$ cat src/rtl/fetch_queue_pkg.sv
// Shared fetch/decode definitions: instruction geometry, opcode constants and
// the entry format carried from fetch to decode.
package fetch_queue_pkg;

  localparam int INSTR_W     = 32;
  localparam int IMEM_ADDR_W = 7;

  localparam logic [5:0] OP_R    = 6'h00;
  localparam logic [5:0] OP_LW   = 6'h23;
  localparam logic [5:0] OP_SW   = 6'h2B;
  localparam logic [5:0] OP_ADDI = 6'h08;
  localparam logic [5:0] OP_ANDI = 6'h0C;
  localparam logic [5:0] OP_ORI  = 6'h0D;
  localparam logic [5:0] OP_BEQ  = 6'h04;
  localparam logic [5:0] OP_BNE  = 6'h05;

  typedef struct packed {
    logic [INSTR_W-1:0] instr;
    logic [INSTR_W-1:0] pc_plus1;
  } fetch_entry_t;

endpackage

$ cat src/rtl/fetch_queue_sync_fifo.sv
// Small synchronous FIFO with flush and occupancy count; the head is read
// combinationally from registered storage.
module sync_fifo #(
  parameter int WIDTH = 64,
  parameter int DEPTH = 2,
  localparam int PTR_W = $clog2(DEPTH),
  localparam int CNT_W = $clog2(DEPTH + 1)
) (
  input  logic             clk,
  input  logic             rst_n,
  input  logic             push,
  input  logic             pop,
  input  logic             flush,
  input  logic [WIDTH-1:0] din,
  output logic [WIDTH-1:0] dout,
  output logic [CNT_W-1:0] count
);

  logic [WIDTH-1:0] store [DEPTH];
  logic [PTR_W-1:0] wrPtr;
  logic [PTR_W-1:0] rdPtr;
  logic             doPush;
  logic             doPop;

  assign doPush = push && !flush;
  assign doPop  = pop && (count != '0) && !flush;
  assign dout   = store[rdPtr];

  always_ff @(posedge clk or negedge rst_n) begin
    if (!rst_n) begin
      wrPtr <= '0;
      rdPtr <= '0;
      count <= '0;
    end else if (flush) begin
      wrPtr <= '0;
      rdPtr <= '0;
      count <= '0;
    end else begin
      if (doPush) wrPtr <= wrPtr + PTR_W'(1);
      if (doPop)  rdPtr <= rdPtr + PTR_W'(1);
      case ({doPush, doPop})
        2'b10:   count <= count + CNT_W'(1);
        2'b01:   count <= count - CNT_W'(1);
        default: count <= count;
      endcase
    end
  end

  // Storage is cleared on reset so the decode-facing outputs read zero.
  always_ff @(posedge clk or negedge rst_n) begin
    if (!rst_n) begin
      for (int i = 0; i < DEPTH; i++) store[i] <= '0;
    end else if (doPush) begin
      store[wrPtr] <= din;
    end
  end

endmodule

$ cat src/rtl/fetch_queue.sv
// Instruction fetch: owns the PC and instruction memory, prefetches into a
// small queue and hands {instr, PC+1} to decode over valid/ready.
module fetch_queue
  import fetch_queue_pkg::*;
#(
  parameter int IMEM_DEPTH = 128,
  parameter int Q_DEPTH    = 2,
  parameter int DATA_W     = 32
) (
  input  logic                   clk,
  input  logic                   rst_n,
  input  logic                   writeEnable,
  input  logic [IMEM_ADDR_W-1:0] instructionAddress,
  input  logic [DATA_W-1:0]      instruction,
  input  logic                   redirect_valid,
  input  logic [DATA_W-1:0]      redirect_pc,
  input  logic                   fd_ready,
  output logic                   fd_valid,
  output logic [DATA_W-1:0]      fd_instr,
  output logic [DATA_W-1:0]      fd_pc,
  output logic [DATA_W-1:0]      pc_out
);

  localparam int IDX_W = $clog2(IMEM_DEPTH);
  localparam int CNT_W = $clog2(Q_DEPTH + 1);

  logic [DATA_W-1:0] mem [IMEM_DEPTH];
  logic [DATA_W-1:0] pc;
  logic [DATA_W-1:0] rdData_p1;
  logic [DATA_W-1:0] tag_p1;
  logic              vld_p1;
  logic              flush;
  logic              pop;
  logic              issue;
  logic              push;
  logic [CNT_W-1:0]  count;
  logic [CNT_W:0]    occupancy;
  fetch_entry_t      tailEntry;
  fetch_entry_t      headEntry;

  assign flush     = writeEnable || redirect_valid;
  assign fd_valid  = (count != '0);
  assign pop       = fd_valid && fd_ready;
  // Slots already spoken for after this edge: queued + in flight - leaving.
  assign occupancy = {1'b0, count} + (CNT_W + 1)'(vld_p1) - (CNT_W + 1)'(pop);
  assign issue     = !flush && (occupancy < (CNT_W + 1)'(Q_DEPTH));
  assign push      = vld_p1 && !flush;

  // p0: issue the read of mem[pc] and advance the PC
  always_ff @(posedge clk or negedge rst_n) begin
    if (!rst_n) begin
      pc     <= '0;
      vld_p1 <= 1'b0;
    end else begin
      vld_p1 <= issue;
      if (writeEnable)         pc <= '0;
      else if (redirect_valid) pc <= redirect_pc;
      else if (issue)          pc <= pc + DATA_W'(1);
    end
  end

  always_ff @(posedge clk) begin
    if (writeEnable) mem[instructionAddress] <= instruction;
    if (issue) begin
      rdData_p1 <= mem[pc[IDX_W-1:0]];
      tag_p1    <= pc + DATA_W'(1);
    end
  end

  // p1: read returns and is pushed into the prefetch queue unless flushed
  assign tailEntry = '{instr: rdData_p1, pc_plus1: tag_p1};

  sync_fifo #(
    .WIDTH ($bits(fetch_entry_t)),
    .DEPTH (Q_DEPTH)
  ) u_queue (
    .clk   (clk),
    .rst_n (rst_n),
    .push  (push),
    .pop   (pop),
    .flush (flush),
    .din   (tailEntry),
    .dout  (headEntry),
    .count (count)
  );

  assign fd_instr = headEntry.instr;
  assign fd_pc    = headEntry.pc_plus1;
  assign pc_out   = pc;

endmodule

$ cat config.mk
export PLATFORM = sky130hd
export DESIGN_NAME = fetch_queue
export DESIGN_NICKNAME = d
export VERILOG_FILES = /design/src/rtl/fetch_queue_pkg.sv /design/src/rtl/fetch_queue_sync_fifo.sv /design/src/rtl/fetch_queue.sv
export SDC_FILE = /design/constraint.sdc
export NUM_CORES = 2
export LEC_CHECK = 0
export CELL_PAD_IN_SITES_DETAIL_PLACEMENT = 2
export CELL_PAD_IN_SITES_GLOBAL_PLACEMENT = 2
export CORE_ASPECT_RATIO = 1.75
export CORE_MARGIN = 10
export CORE_UTILIZATION = 35
export CTS_CLUSTER_SIZE = 28
export DETAILED_ROUTE_END_ITERATION = 8
export PLACE_DENSITY_LB_ADDON = 0.1
export SYNTH_ARGS = -nofsm -noshare
export SYNTH_HDL_FRONTEND = slang
export SYNTH_HIERARCHICAL = 1
export SYNTH_SLANG_ARGS = --single-unit
$ cat constraint.sdc
create_clock -name clk -period 4.9 [get_ports clk]
set_clock_uncertainty 0.1 [all_clocks]
set_input_delay 0.735 -clock clk [delete_from_list [all_inputs] [get_ports clk]]
set_output_delay 0.735 -clock clk [all_outputs]
set_load 0.02 [all_outputs]
; Yosys cells after proc, flatten, opt, wreduce, memory -nomap -nowiden
; Memory sizes are Yosys's and may differ from the RTL's. A register that Yosys moved wholly into a read port is not among the register bits.
; Cells that the tools add are included.
[totals]
regBits = 197
ram_bits = 4096
input_bits = 76
output_inout_bits = 97
elab_cells = 55
memories = 1
[memory_table]
columns = name, words, word_bits, read_ports, rd_clocked_by_memory_dff, wr, line_no
row1 = mem, 128, 32, 1, 1, 1, fetch_queue.sv:27  ; logic [DATA_W-1:0] mem [IMEM_DEPTH];
[op_classes]
add_sub_neg = 7
n_lt_le_gt_ge = 4
n_eq_ne = 2
mux = 17
bitwise = 2
reduce_logical = 14
[ops]
columns = op, count
row1 = two-way mux 64 bit, 4
row2 = bitwise mux 128 bit, 1
row3 = two-way mux 32 bit, 3
row4 = demux 64 bit (select 1 bit), 1
row5 = adder 32 x 1 -> 32 bit (second input constant), 1
row6 = logical AND 1 bit, 7
row7 = two-way mux 1 bit, 6
row8 = nonzero test 2 bit, 3
row9 = nonzero test 3 bit, 2
row10 = greater-or-equal comparator 2 bit (second input constant), 2
row11 = inverter 1 -> 2 bit, 2
row12 = one-hot mux 2 bit (2 select lines), 1
row13 = adder 2 x 1 -> 3 bit, 1
row14 = < comparator 3 x 2 -> 1 bit (second input constant), 1
row15 = subtractor 3 x 1 -> 3 bit, 1
row16 = adder 1 bit (second input constant), 2
row17 = adder 2 x 1 -> 2 bit (second input constant), 1
row18 = == test 2 x 1 -> 1 bit (second input constant), 1
row19 = == test 2 bit (second input constant), 1
row20 = < comparator 2 x 1 -> 1 bit (second input constant), 1
row21 = two-way mux 2 bit, 1
row22 = subtractor 2 x 1 -> 2 bit (second input constant), 1
row23 = zero test 1 bit, 1
row24 = logical OR 1 bit, 1

; Depth between registers and ports, before layout
[depth]
depth_word = 8
depth_mapped = 14
ltp_nobuf = 12

; Cells and area by module
; The synthesis kept the hierarchy.
[by_module_without_submodules]
columns = module, instances, cells_per_inst, area_per_inst_um2, seq_area_each_um2
row1 = fetch_queue, 1, 7539, 161464.9, 125745.6
row2 = sync_fifo, 1, 362, 6349.8, 3303.2

; Worst setup path after synthesis
; No wires, ideal clock.
[synth_timing]
kind = register -> register
from = register u_queue.count[1]
to = register rdData_p1[0] (read register of mem) (enable)
setup_time_ns = 0.488
arrival_time_ns = 5.004
required_ns = 4.312
setup_slack_ns = -0.691
path_stages_with_launch = 11
path_buffers = 2
period_less_slack_ns = 5.591
path_cell_list = dfrtp_1 > inv_1 > nand2_1 > and2_1 > ha_1 > nor2_1 > fa_1 > nand2b_1 > clkbuf_1 > clkbuf_1 > nor2_1
[synth_between]
elab_chain_len = 5
word_cells_on_any_way = 6
cone_classes = add/sub: 2 / order compare: 1 / reduce/logical: 3
[synth_rtl]
columns = item, line_no
row1 = start: declaration, fetch_queue_sync_fifo.sv:16  ; output logic [CNT_W-1:0] count
row2 = start signal: assignment, fetch_queue_sync_fifo.sv:42  ; 2'b10: count <= count + CNT_W'(1);
row3 = start signal: assignment, fetch_queue_sync_fifo.sv:43  ; 2'b01: count <= count - CNT_W'(1);
row4 = start signal: assignment, fetch_queue_sync_fifo.sv:44  ; default: count <= count;
row5 = nonzero test 2 bit, fetch_queue.sv:42  ; assign fd_valid = (count != '0);
row6 = named net fd_valid, fetch_queue.sv:18  ; output logic fd_valid,
row7 = logical AND 1 bit, fetch_queue.sv:43  ; assign pop = fd_valid && fd_ready;
row8 = named net pop, fetch_queue.sv:33  ; logic pop;
row9 = subtractor 3 x 1 -> 3 bit, fetch_queue.sv:45  ; assign occupancy = {1'b0, count} + (CNT_W + 1)'(vld_p1) - (CNT_W + 1)'(pop);
row10 = < comparator 3 x 2 -> 1 bit, fetch_queue.sv:46  ; assign issue = !flush && (occupancy < (CNT_W + 1)'(Q_DEPTH));
row11 = logical AND 1 bit, fetch_queue.sv:46
row12 = named net issue, fetch_queue.sv:34  ; logic issue;
row13 = end: declaration, fetch_queue.sv:29  ; logic [DATA_W-1:0] rdData_p1;
; The timed path passes the listed nets, and every way through them passes these cells.
; A chain may end at the register's enable or synchronous reset.

==> results.yml <==
job:
  max-cap-violations: 0
placed_design:
  place_hpwl_um: 377100
  io_buffer_count: 172
  pre_cts_slack_ps: -344.9
  dp_cells: 14470
  finalWeightedCongestion: 0.8188
worst_setup_path:
  r2r_start: "pc_out[0]$_DFFE_PN0P_"
  critical_path.max_fanout: 35
  critical_path_class: "flop to flop"
  critical_path_required_ps: 5520
  setup.reg_to_reg.worst_slack_ps: 280
  type_of_destination_of_the_critical_path: "flop"
  data_arrival_time_of_the_critical_path_ps: 5240
  logic_depth_of_the_worst_register_to_register_path: 11
  critical_path.reg2reg.endpoint: "rdData_p1[10]$_DFFE_PP_"
  critPathLaunchType: "flop"
clock_network:
  clk_pin_slew_worst_paths_ps: 70
  cts_buffers: 413
  cts_max_path_buffers: 4
  clock_tree_from_tritoncts: "yes"
  worst_skew_pair.late_latency_ps: 1000
  clock_tree.htree_level_count: 5
  clk_root_buffer_cell: "sky130_fd_sc_hd__clkbuf_16"
  tritoncts_num_sinks: 4325
status:
  status: "finished clean"
power_and_ir_drop:
  leakagePower_nw: 61.02
  power_density_mw_per_mm2: 410.7
  vdd_ir_max_uv: 355.6
cells_and_area:
  final_layout_size_suffix_gt1_frac: 0.2730
  most_used_cells_in_the_layout_excluding_fill_and_tap_cells: "sky130_fd_sc_hd__edfxtp_1 (4160), sky130_fd_sc_hd__mux4_2 (803), sky130_fd_sc_hd__mux2i_1 (644)"
  areaGrowthSynthToFinish_pct: 16.17
  mostFrequentLayoutCell: "sky130_fd_sc_hd__edfxtp_1"
  stdcell_count: 15250
  num-nets-final: 8714
  fillCellCount: 44050
  multiInputGateArea_mm2: 0.03738
  register_area_mm2: 0.1291
hold_path:
  timing.hold.worst_endpoint: "mem[2][13]$_DFFE_PP_"
  hold-path-cell-count: 1
  hold_path.class: "input pin to flop"
  hold_start: "instruction[13]"
global_route:
  grt_pass1_vias: 92320
  antenna_found_initial: 36
  grt_pass1_wl_um: 808300
  gr-usage-all-layers: 0.2283
  overflow: 0
  grt_max_degree: 129
synthesis:
  netlist_area_pre_place_mm2: 0.1678
  postSynth.asyncResetShare: 0.03815
  synthFlopType: "sky130_fd_sc_hd__edfxtp_1"
  synth_cells: 7901
  synth_fp_nets: 7980
  synth_seq_cells: 4325
  average_footprint_of_a_synthesized_cell_um2: 21.24
  synth_enable_flop_cells: 4160
  synth_seq_area_share: 0.7690
  synth.yosys.warnings: 6
  yosys.cell_types.count: 67
routing:
  routed_wl_per_cell_um: 38.81
  final_antenna_net_count: 0
  routed_wirelength_um: 591900
  met3RoutedLength_um: 20830
  num_vias: 84320
  first_pass_iters: 5
  m1WireLength_um: 224900
  wl_met2_um: 319400
  detail_route.iter0.violations: 7457
  topRoutingLayerUsed: "met5"
  route.detailed.drc: 0
  routed_via_density: 5.529
die:
  floorplan.die_area_mm2: 0.5087
  die-height_um: 936.0
  chipWidth_um: 543.4
  design.portCount: 173
  starting_density_of_the_core: 0.3511
  placeableCoreArea_mm2: 0.4780
  floorplan.rows: 336
sta:
  max_slew.worst_pin.slew_ps: 1332
  setup_slack_ps: 284.2
  rsz0062_at_grt: "false"
  fmax_achieved_mhz: 216.6
  post-route-period-util: 0.9420
  slew-limit-headroom: 0.1120
  hold_violations: 0
  maxSlewViolCount: 0
  finalWorstPathRequiredPeriod_ps: 4616
  report.final.setup_viol: 0
-- worst max-delay path by stage --
stage	slack, ps	endpoint	startpoint	cells after the start
after detailed placement	-340	rdData_p1[21]$_DFFE_PP_	pc_out[0]$_DFFE_PN0P_	10
after floorplan	390	rdData_p1[0]$_DFFE_PP_	u_queue/count[1]$_DFFE_PN0P_	10
final	280	rdData_p1[10]$_DFFE_PP_	pc_out[0]$_DFFE_PN0P_	11
after global placement	-330	rdData_p1[21]$_DFFE_PP_	pc_out[0]$_DFFE_PN0P_	10
after global routing	310	rdData_p1[21]$_DFFE_PP_	pc_out[0]$_DFFE_PN0P_	10
after CTS	260	rdData_p1[21]$_DFFE_PP_	pc_out[0]$_DFFE_PN0P_	10
-- final cells by class --
type | instances | share of cell area
clock buffers | 503 | 0.05556
repair buffers | 763 | 0.03763
well taps | 6253 | 0.04013
multi-input cells | 3118 | 0.1917
clock inverters | 245 | 0.01223
inverters | 14 | 0.0002695
flip-flops and latches | 4325 | 0.6620
diodes | 31 | 0.0003979
-- stage by stage --
step                power, mW  hold WS (ps)    util  cell area (µm²)  TNS, ps
finish                  80.07         101.8  0.4079           195000        0
CTS                     81.02         29.77  0.4077           194900        0
floorplan               44.80         339.4       -           167800        0
global placement        48.41         384.6  0.3799           181600   -333.2
detailed placement      48.53         389.8  0.3799           181600   -344.9
global route            82.41         73.82  0.4078           194900        0
-- layer usage --
layer,up-vias,track usage
met5,-,0
met4,6,0.08554
met3,707,0.02390
met2,2030,0.4247
met1,47300,0.2706
li1,34280,-
-- flip-flops by register name (all words and copies together) (netlist names) --
name and cells:
mem 4096, pc_out 32, rdData_p1 32, tag_p1 32
u_queue/count 2, u_queue/rdPtr 1, u_queue/store 128, u_queue/wrPtr 1
vld_p1 1
-- critical path, cell delays in order, from the launching register on --
cell and delay, ps:
sky130_fd_sc_hd__dfrtp_4 610, sky130_fd_sc_hd__buf_4 360, sky130_fd_sc_hd__buf_4 190, sky130_fd_sc_hd__buf_12 200
sky130_fd_sc_hd__buf_12 310, sky130_fd_sc_hd__mux4_2 560, sky130_fd_sc_hd__mux2i_1 400, sky130_fd_sc_hd__buf_4 250
sky130_fd_sc_hd__nor2_1 60, sky130_fd_sc_hd__a311oi_1 890, sky130_fd_sc_hd__a221o_1 250, sky130_fd_sc_hd__o21ai_1 90
-- power breakdown --
group / internal [mW] / switching, mW
Clock: 18.0 / 14.5
Combinational: 2.37 / 4.15
Sequential: 40.8 / 0.248
-- synthesized netlist by cell type (11+ instances only) --
master,n,area [µm²]
sky130_fd_sc_hd__buf_4,45,337.8
sky130_fd_sc_hd__edfxtp_1,4160,124900
sky130_fd_sc_hd__nand3_1,107,535.5
sky130_fd_sc_hd__a21o_1,12,90.09
sky130_fd_sc_hd__nand2_1,205,769.5
sky130_fd_sc_hd__xor2_1,41,359.1
sky130_fd_sc_hd__o21ai_0,45,225.2
sky130_fd_sc_hd__mux2_2,153,1723
sky130_fd_sc_hd__and2_1,18,112.6
sky130_fd_sc_hd__buf_6,20,225.2
sky130_fd_sc_hd__a41oi_1,14,122.6
sky130_fd_sc_hd__dfrtp_1,165,4129
sky130_fd_sc_hd__nor2b_1,43,269.0
sky130_fd_sc_hd__mux2i_1,644,6446
sky130_fd_sc_hd__mux4_2,803,18080
sky130_fd_sc_hd__a222oi_1,22,220.2
sky130_fd_sc_hd__o21ai_1,17,85.08
sky130_fd_sc_hd__buf_12,13,260.3
sky130_fd_sc_hd__buf_2,181,905.9
sky130_fd_sc_hd__a211oi_1,59,442.9
sky130_fd_sc_hd__o211ai_1,15,112.6
sky130_fd_sc_hd__o22ai_1,41,256.5
sky130_fd_sc_hd__buf_1,39,146.4
sky130_fd_sc_hd__nor2_1,208,780.8
sky130_fd_sc_hd__inv_1,12,45.04
sky130_fd_sc_hd__nor4_1,14,87.58
sky130_fd_sc_hd__nand4_1,40,250.2
sky130_fd_sc_hd__a31oi_1,11,68.82
sky130_fd_sc_hd__nor3_1,36,180.2
sky130_fd_sc_hd__a22oi_1,220,1652
sky130_fd_sc_hd__o2bb2ai_1,11,96.34
sky130_fd_sc_hd__mux2_4,120,1802
sky130_fd_sc_hd__a21oi_1,100,500.5
sky130_fd_sc_hd__clkbuf_1,146,548.0
sky130_fd_sc_hd__xnor2_1,22,192.7
-- repair_timing --
| action | CTS | global route |
|---|---|---|
| endpoints found under the setup margin | 1 | 0 |
| hold buffers | 3 | 0 |
| resized for setup | 1 | 0 |
| setup buffers | 5 | 0 |
| endpoints found under the hold margin | 113 | 0 |
-- cell families (layout without fill, tap and decap cells) --
| kind of cell | after synthesis | in the layout | synth area share |
|---|---|---|---|
| DFF | 4325 | 4325 | 0.7690 |
| muxes | 1720 | 1720 | 0.1672 |
| and+or+nand+nor | 714 | 714 | 0.01971 |
| AOI/OAI and AO/OA | 618 | 618 | 0.02580 |
| buffers and inverters | 458 | 1525 | 0.01476 |
| xor gates and xnor gates | 63 | 63 | 0.003288 |
| adders and majority gates | 3 | 3 | 0.0002684 |
| other | 0 | 31 | 0 |
No activity file was read; power rests on OpenSTA's default activity.
